$ cat src/rtl/text_pos_gen.sv
// text_pos_gen: character-cell position and display-RAM address generator for text-mode video.
// Walks pixel -> column -> scanline -> row -> frame on each enabled pixel, keeps a running
// row base so no multiplier is needed, and issues an early fetch for the next character.
// Optional cursor detection with blink is built only when TEXT_POS_CURSOR_EN is defined;
// otherwise cursor_hit is tied low and no blink counter or comparator exists.
module text_pos_gen #(
    parameter int unsigned COLS       = 80,
    parameter int unsigned ROWS       = 25,
    parameter int unsigned CHAR_W     = 9,
    parameter int unsigned CHAR_H     = 14,
    parameter int unsigned ADDR_W     = 11,
    parameter int unsigned FETCH_LEAD = 4,
    parameter int unsigned BLINK_DIV  = 16
) (
    input  logic              clk,
    input  logic              rst,
    input  logic              enable,
    input  logic              restart,
    input  logic [ADDR_W-1:0] start_addr,
    input  logic [ADDR_W-1:0] cursor_addr,
    input  logic [3:0]        cursor_start,
    input  logic [3:0]        cursor_end,
    output logic [6:0]        col,
    output logic [4:0]        row,
    output logic [3:0]        char_pixel,
    output logic [3:0]        char_row,
    output logic [ADDR_W-1:0] addr,
    output logic              fetch_req,
    output logic [ADDR_W-1:0] fetch_addr,
    output logic              eol,
    output logic              eof,
    output logic              cursor_hit
);

    localparam int unsigned COL_W  = 7;
    localparam int unsigned ROW_W  = 5;
    localparam int unsigned PIX_W  = 4;
    localparam int unsigned LINE_W = 4;

    localparam logic [COL_W-1:0]  COL_LAST  = COL_W'(COLS - 1);
    localparam logic [ROW_W-1:0]  ROW_LAST  = ROW_W'(ROWS - 1);
    localparam logic [PIX_W-1:0]  PIX_LAST  = PIX_W'(CHAR_W - 1);
    localparam logic [LINE_W-1:0] LINE_LAST = LINE_W'(CHAR_H - 1);
    localparam logic [PIX_W-1:0]  PIX_FETCH = PIX_W'(CHAR_W - 1 - FETCH_LEAD);
    localparam logic [ADDR_W-1:0] ROW_STEP  = ADDR_W'(COLS);

    // Elaboration-time guard against geometries the counters or fetch timing cannot represent
    if (FETCH_LEAD < 1 || FETCH_LEAD >= CHAR_W) begin : g_bad_fetch_lead
        $error("text_pos_gen: FETCH_LEAD must lie in 1..CHAR_W-1");
    end
    if (COLS < 1 || COLS > 128 || ROWS < 1 || ROWS > 32) begin : g_bad_grid
        $error("text_pos_gen: COLS must be 1..128 and ROWS 1..32");
    end
    if (CHAR_W < 2 || CHAR_W > 16 || CHAR_H < 1 || CHAR_H > 16) begin : g_bad_cell
        $error("text_pos_gen: CHAR_W must be 2..16 and CHAR_H 1..16");
    end

    logic [PIX_W-1:0]  pix_q, pix_d;
    logic [COL_W-1:0]  col_q, col_d;
    logic [LINE_W-1:0] line_q, line_d;
    logic [ROW_W-1:0]  row_q, row_d;
    logic [ADDR_W-1:0] row_base_q, row_base_d;

    logic              pix_last_c;
    logic              col_last_c;
    logic              line_last_c;
    logic              row_last_c;
    logic [ADDR_W-1:0] addr_c;
    logic [ADDR_W-1:0] fetch_next_c;
    logic              eol_c;
    logic              eof_c;
    logic              fetch_req_c;

    // Last-position flags shared by the advance logic, strobes and fetch address
    always_comb begin
        pix_last_c  = (pix_q == PIX_LAST);
        col_last_c  = (col_q == COL_LAST);
        line_last_c = (line_q == LINE_LAST);
        row_last_c  = (row_q == ROW_LAST);
    end

    // Nested counter advance; restart wins over enable and reloads the scroll base
    always_comb begin
        pix_d      = pix_q;
        col_d      = col_q;
        line_d     = line_q;
        row_d      = row_q;
        row_base_d = row_base_q;
        if (restart) begin
            pix_d      = '0;
            col_d      = '0;
            line_d     = '0;
            row_d      = '0;
            row_base_d = start_addr;
        end else if (enable) begin
            if (!pix_last_c) begin
                pix_d = pix_q + PIX_W'(1);
            end else begin
                pix_d = '0;
                if (!col_last_c) begin
                    col_d = col_q + COL_W'(1);
                end else begin
                    col_d = '0;
                    if (!line_last_c) begin
                        // Next scanline of the same text row: base unchanged
                        line_d = line_q + LINE_W'(1);
                    end else begin
                        line_d = '0;
                        if (!row_last_c) begin
                            row_d      = row_q + ROW_W'(1);
                            row_base_d = row_base_q + ROW_STEP;
                        end else begin
                            row_d      = '0;
                            row_base_d = start_addr;
                        end
                    end
                end
            end
        end
    end

    // Position and row-base state register
    always_ff @(posedge clk or posedge rst) begin
        if (rst) begin
            pix_q      <= '0;
            col_q      <= '0;
            line_q     <= '0;
            row_q      <= '0;
            row_base_q <= '0;
        end else begin
            pix_q      <= pix_d;
            col_q      <= col_d;
            line_q     <= line_d;
            row_q      <= row_d;
            row_base_q <= row_base_d;
        end
    end

    // Current cell address, next-cell fetch address and enable-gated strobes
    always_comb begin
        addr_c = row_base_q + ADDR_W'(col_q);
        if (!col_last_c) begin
            fetch_next_c = addr_c + ADDR_W'(1);
        end else if (!line_last_c) begin
            fetch_next_c = row_base_q;
        end else if (!row_last_c) begin
            fetch_next_c = row_base_q + ROW_STEP;
        end else begin
            fetch_next_c = start_addr;
        end
        eol_c       = enable & pix_last_c & col_last_c;
        eof_c       = eol_c & line_last_c & row_last_c;
        fetch_req_c = enable & (pix_q == PIX_FETCH);
    end

    assign col        = COL_W'(col_q);
    assign row        = ROW_W'(row_q);
    assign char_pixel = pix_q;
    assign char_row   = line_q;
    assign addr       = addr_c;
    assign eol        = eol_c;
    assign eof        = eof_c;
    assign fetch_req  = fetch_req_c;
    assign fetch_addr = fetch_req_c ? fetch_next_c : '0;

`ifdef TEXT_POS_CURSOR_EN
    localparam int unsigned BLINK_W = (BLINK_DIV > 1) ? $clog2(BLINK_DIV) : 1;
    localparam logic [BLINK_W-1:0] BLINK_LAST = BLINK_W'(BLINK_DIV - 1);

    logic [BLINK_W-1:0] blink_cnt_q, blink_cnt_d;
    logic               blink_on_q, blink_on_d;
    logic               frame_wrap_c;

    // Count frame wraps and flip blink phase every BLINK_DIV of them
    always_comb begin
        blink_cnt_d  = blink_cnt_q;
        blink_on_d   = blink_on_q;
        frame_wrap_c = eof_c & ~restart;
        if (frame_wrap_c) begin
            if (blink_cnt_q == BLINK_LAST) begin
                blink_cnt_d = '0;
                blink_on_d  = ~blink_on_q;
            end else begin
                blink_cnt_d = blink_cnt_q + BLINK_W'(1);
            end
        end
    end

    // Blink state register; cursor starts visible
    always_ff @(posedge clk or posedge rst) begin
        if (rst) begin
            blink_cnt_q <= '0;
            blink_on_q  <= 1'b1;
        end else begin
            blink_cnt_q <= blink_cnt_d;
            blink_on_q  <= blink_on_d;
        end
    end

    // Cursor cell and scanline window match; an inverted window never matches
    assign cursor_hit = (addr_c == cursor_addr) &&
                        (line_q >= cursor_start) &&
                        (line_q <= cursor_end) &&
                        blink_on_q;
`else
    logic unused_cursor_c;

    assign cursor_hit      = 1'b0;
    assign unused_cursor_c = ^{cursor_addr, cursor_start, cursor_end, 32'(BLINK_DIV)};
`endif

endmodule

$ cat config.mk
export PLATFORM = sky130hd
export DESIGN_NAME = text_pos_gen
export DESIGN_NICKNAME = d
export VERILOG_FILES = /design/src/rtl/text_pos_gen.sv
export SDC_FILE = /design/constraint.sdc
export NUM_CORES = 1
export LEC_CHECK = 0
export ABC_AREA = 1
export CAP_MARGIN = 20
export CORE_MARGIN = 8
export CORE_UTILIZATION = 52
export DETAILED_ROUTE_END_ITERATION = 10
export PLACE_DENSITY = 0.9
export SLEW_MARGIN = 30
export SYNTH_ARGS = -nofsm -noshare
export SYNTH_HDL_FRONTEND = slang
export SYNTH_SLANG_ARGS = --single-unit
$ cat constraint.sdc
create_clock -name clk -period 7.95 [get_ports clk]
set_clock_uncertainty 0.1 [all_clocks]
set_input_delay 1.1925 -clock clk [delete_from_list [all_inputs] [get_ports clk]]
set_output_delay 1.1925 -clock clk [all_outputs]
set_load 0.02 [all_outputs]
# Word-level counts from Yosys, hierarchy flattened
# Cells that the tools add are included.
[word_totals]
register_bits = 31
mem_count = 0
ramBits = 0
latch_bits = 0
word_cells = 55
output_inout_bits = 46
input_bits = 34
mem_bits_ro = 0
[op_classes]
n_mul = 0
eq_ne = 5
bitwise = 5
muxes = 26
shifts = 0
div = 0
add_sub_neg = 7
n_lt_le_gt_ge = 0
n_reduce_logical = 7
[ops]
columns = ["cell", "n"]
rows = [
  ["11-bit two-way mux", 8],
  ["4-bit two-way mux", 8],
  ["5-bit two-way mux", 6],
  ["7-bit two-way mux", 4],
  ["11-bit by 1-bit adder with 11-bit output, second input constant", 1],
  ["11-bit by 7-bit adder with 11-bit output", 1],
  ["11-bit by 7-bit adder with 11-bit output, second input constant", 1],
  ["4-bit by 1-bit adder with 4-bit output, second input constant", 2],
  ["4-bit == test, second input constant", 2],
  ["2-bit nonzero test", 4],
  ["7-bit by 1-bit adder with 7-bit output, second input constant", 1],
  ["7-bit == test, second input constant", 1],
  ["5-bit by 1-bit adder with 5-bit output, second input constant", 1],
  ["1-bit AND", 5],
  ["5-bit == test, second input constant", 1],
  ["4-bit by 3-bit == test with 1-bit output, second input constant", 1],
  ["4-bit AND reduction", 1],
  ["3-bit AND reduction", 1],
  ["2-bit AND reduction", 1],
]

# Longest topological paths before layout
[logic_depth]
word_depth = 7
mapped_depth = 16
mapped_depth_nobuf = 16

# Least setup slack after synthesis
# OpenSTA, ideal clock, no wires.
[synth_path]
kind = "reg2out"
from = "register col_q[0], in the netlist col[0]"
to = "output port fetch_addr[6]"
n_path_buf = 0
arrival_ns = 2.691
required_ns = 6.658
stages_incl_launch_ff = 14
setup_slack_ns = 3.966
cell_sequence = "dfrtp_1 -> ha_1 -> inv_1 -> fa_1 -> inv_1 -> ha_1 -> inv_1 -> nor2_1 -> nand3_1 -> nor2_1 -> nand2_1 -> nand2_1 -> a21oi_1 -> a211oi_1"
[synth_via]
elab_chain_cells = 4
elab_cells_between_ends = 5
cone_classes = "add/sub (2); eq/ne (1); mux (2)"
[synth_lines]
columns = ["element", "line_no", "source"]
rows = [
  ["start, declared", "59", "logic [COL_W-1:0] col_q, col_d;"],
  ["start signal, assigned", "132", "col_q <= col_d;"],
  ["11-bit by 7-bit adder with 11-bit output", "141", "addr_c = row_base_q + ADDR_W'(col_q);"],
  ["net addr[1]", "27", "output logic [ADDR_W-1:0] addr,"],
  ["11-bit by 1-bit adder with 11-bit output", "143", "fetch_next_c = addr_c + ADDR_W'(1);"],
  ["11-bit two-way mux", "142", "if (!col_last_c) begin"],
  ["11-bit two-way mux", "164", "assign fetch_addr = fetch_req_c ? fetch_next_c : '0;"],
  ["end, declared", "29", "output logic [ADDR_W-1:0] fetch_addr,"],
]
# The timed path passes the listed nets, and every way through them passes these cells.

# Worst setup path after layout
[layout_path]
from = "input port enable"
to = "output port fetch_addr[6]"
[layout_via]
elab_chain_cells = 2
[layout_lines]
columns = ["element", "line_no", "source"]
rows = [
  ["start, declared", "17", "input logic enable,"],
  ["1-bit AND", "153", "fetch_req_c = enable & (pix_q == PIX_FETCH);"],
  ["11-bit two-way mux", "164", ""],
]
# No other way between the ends.

==> impl_metrics.csv <==
group,metric,value,unit
critical_path,crit_arrival,3.52,ns
critical_path,worst-path-buf-inv,3,
power,power,0.405,mW
sta,finalHoldViolCount,0,
routing,routedWlPerCell,14.6,µm
power,total_leakage_power,1.61,nW
floorplanning,fp.dieH,87.8,µm
routing,wl,7.66,mm
clock_tree,cts.path.max_buffers,2,
clock_tree,cts_resized,0,
synthesis,netlist-cell-type-count,41,
synthesis,syn_inst,396,
final_layout,final_common_cell,"nand2_1",
final_layout,final_cell_mix,"nand2_1, inv_1, clkdlybuf4s50_1",
critical_path,endpoint_kind,"output port",
routing,drc_errors,0,
critical_path,worstRegToRegCells,9,
sta,report.final.slew_viol_count,0,
sta,worstMarginPinSlew,0.710,ns
critical_path,path_class,"primary input to output port",
synthesis,synth-main-ff-cell,"dfrtp_1",
min_path,hold_end,"char_row[0]$_DFFE_PP0P_",
critical_path,critPathTopFamily,"buffers and inverters",
final_layout,design_area,3400,µm²
clock_tree,numCtsBuffers,5,
placed_design,dpl_cell_area,3320,µm²
synthesis,ys_async_sr_fraction,1.00,
critical_path,cpPeakStageDelay,0.66,ns
routing,viasPerCell,5.54,
floorplanning,rows,26,
grt,grt_pass1_vias,2803,
grt,grt_pass1_wl,13.0,mm
final_layout,area_growth,26.9,%
clock_tree,cts.reportedPaths.clkPinSlew,0.06,ns
floorplanning,core,5040,µm²
final_layout,diodes,0,
grt,antenna_found_initial,0,
final_layout,nNetsFinal,504,
floorplanning,die_w,87.8,µm
power,peakVddDrop,111,µV
clock_tree,clock_sinks,31,
critical_path,crit_required,6.66,ns
sta,fmax,0.208,GHz
routing,dr.max_layer_used,"met4",
critical_path,crit_path_frequent_cell,"clkdlybuf4s50_1",
sta,rsz0062_at_grt,"no",
sta,tns,0,ns
routing,dr_wl_met2,3.86,mm
routing,vias,2901,
synthesis,synth_seq_cells,31,
clock_tree,cts_tree,"done",
clock_tree,cts_max_level,2,
sta,whs,0.465,ns
sta,fin_crit_sh,0.605,
sta,fin_crit,4.81,ns
floorplanning,ios,80,
routing,dr.pass1.iters,5,
clock_tree,clk_latency,0.29,ns
run_status,status,"finished clean",
final_layout,layout-drive-gt1-share,0.0485,
routing,drt-initial-drc-count,210,
grt,grt_overflow,0,
floorplanning,design.die.area,7700,µm²
critical_path,cp_cell_sequence,"clkdlybuf4s50_1, nand2_2, nor3_2, inv_1, a211oi_1, clkdlybuf4s50_1",
sta,slew_headroom,0.525,
critical_path,crit_path_start_kind,"primary input",
critical_path,slowest_stage,"clkdlybuf4s50_1",
placed_design,globalplace.congestion,0.921,
final_layout,fin_cells,524,
routing,wl_met3,603,µm
routing,wl_met1,3.01,mm
synthesis,synth_edf_count,0,
placed_design,post-place-cells,516,
critical_path,r2r_end,"char_row[2]$_DFFE_PP0P_",
grt,grt_usage,0.208,
power,p_per_area,119,nW/µm²
grt,grt_max_degree,32,
synthesis,synth_seq_area_share,0.290,
min_path,worst_hold_startpoint,"char_row[0]$_DFFE_PP0P_",
critical_path,r2r_slack,5.07,ns
synthesis,avgSynthCellArea,6.76,µm²
min_path,min_path_cells,1,
placed_design,io_buffers,59,
routing,drtAntennaViolNets,0,
critical_path,crit_fanout,8,
sta,setup_viol,0,
synthesis,synth_warnings,0,
floorplanning,start_util,0.531,
clock_tree,postCtsSetupBuffers,0,
critical_path,rr_startpoint,"col[0]$_DFFE_PP0P_",
placed_design,dpl.hpwl,5.93,mm
synthesis,syn_nets,447,
synthesis,syn_area,2680,µm²
min_path,hold_path.class,"flop to flop",
clock_tree,cts_hold_buffers,0,
run,drv_cap,0,
clock_tree,clockRootBuffer,"clkbuf_8",
[where the power goes]
part	internal (mW)	total, mW	switching (mW)	leakage [nW]
Sequential	0.166	0.178	0.0117	0.410
Combinational	0.0439	0.107	0.0630	1.16
Clock	0.0613	0.121	0.0595	0.0422
[metrics by stage]
| stage | util | worst slack (ns) |
|---|---|---|
| detailed placement | 0.658 | 3.19 |
| floorplan | - | 3.97 |
| global placement | 0.658 | 3.19 |
| finish | 0.674 | 3.14 |
| global route | 0.674 | 3.03 |
| CTS | 0.674 | 3.18 |
[final cells by class]
cell class	count	area, µm²
Fill cell	418	1640
Multi-Input combinational cell	282	1580
Sequential cell	31	776
Timing Repair Buffer	60	598
Inverter	73	274
Tap cell	70	87.6
Clock buffer	7	76.3
Clock inverter	1	5.00
[how the worst max path moves through the flow]
stage | startpoint | to | slack [ns] | depth (start not counted)
6_report | enable | fetch_addr[6] | 3.14 | 6
5_1_grt | col[0]$_DFFE_PP0P_ | fetch_addr[10] | 3.03 | 16
4_1_cts | enable | fetch_addr[6] | 3.18 | 6
3_5_place_dp | enable | fetch_addr[6] | 3.19 | 6
3_3_place_gp | enable | fetch_addr[0] | 3.19 | 8
2_1_floorplan | col[0]$_DFFE_PP0P_ | fetch_addr[6] | 3.97 | 13
[synth_stat cells, types with 3 or more instances]
| cell type | instances | area share |
|---|---|---|
| o211ai_1 | 5 | 0.014 |
| o22ai_1 | 4 | 0.0093 |
| xnor2_1 | 3 | 0.0098 |
| ha_1 | 16 | 0.075 |
| inv_2 | 3 | 0.0042 |
| nor2_2 | 3 | 0.0070 |
| nor2_1 | 30 | 0.042 |
| nand4_1 | 9 | 0.021 |
| nand3_1 | 30 | 0.056 |
| inv_1 | 70 | 0.098 |
| nand2_1 | 92 | 0.13 |
| xor2_1 | 6 | 0.020 |
| o21ai_1 | 3 | 0.0056 |
| dfrtp_1 | 31 | 0.29 |
| a21oi_1 | 21 | 0.039 |
| clkbuf_1 | 6 | 0.0084 |
| a211oi_1 | 4 | 0.011 |
| nor3_1 | 6 | 0.011 |
| o21ai_0 | 23 | 0.043 |
| o221ai_1 | 7 | 0.023 |
[flip-flops by register name, indices dropped and copies added (netlist names)]
name / flops
row_base_q: 11
char_pixel: 4
char_row: 4
col: 7
row: 5
[worst register-to-register path, cell delays in order (launching register included)]
cell and delay, ns:
dfrtp_1 0.45, ha_1 0.25, nand2_1 0.11, nor2_2 0.05
nand4_1 0.45, nor2_4 0.09, nor2_1 0.57, inv_1 0.36
and3_1 0.24, nor3_1 0.12
[metal layers]
layer,vias up,track usage
met2,138,0.354
met5,-,0
met3,22,0.0394
met1,1335,0.254
li1,1406,-
met4,0,0.0734
[cell families (layout without fill, tap and decap cells)]
family	count (synthesis)	after routing	share of synthesized area
other cells	1	1	0.00140
simple gates	179	179	0.298
buf+inv	83	141	0.119
compound gates	72	72	0.162
fa+ha+maj	17	17	0.0822
flops	31	31	0.290
xor+xnor	10	10	0.0355
mux	3	3	0.0121
No activity file was read; power rests on OpenSTA's default activity.
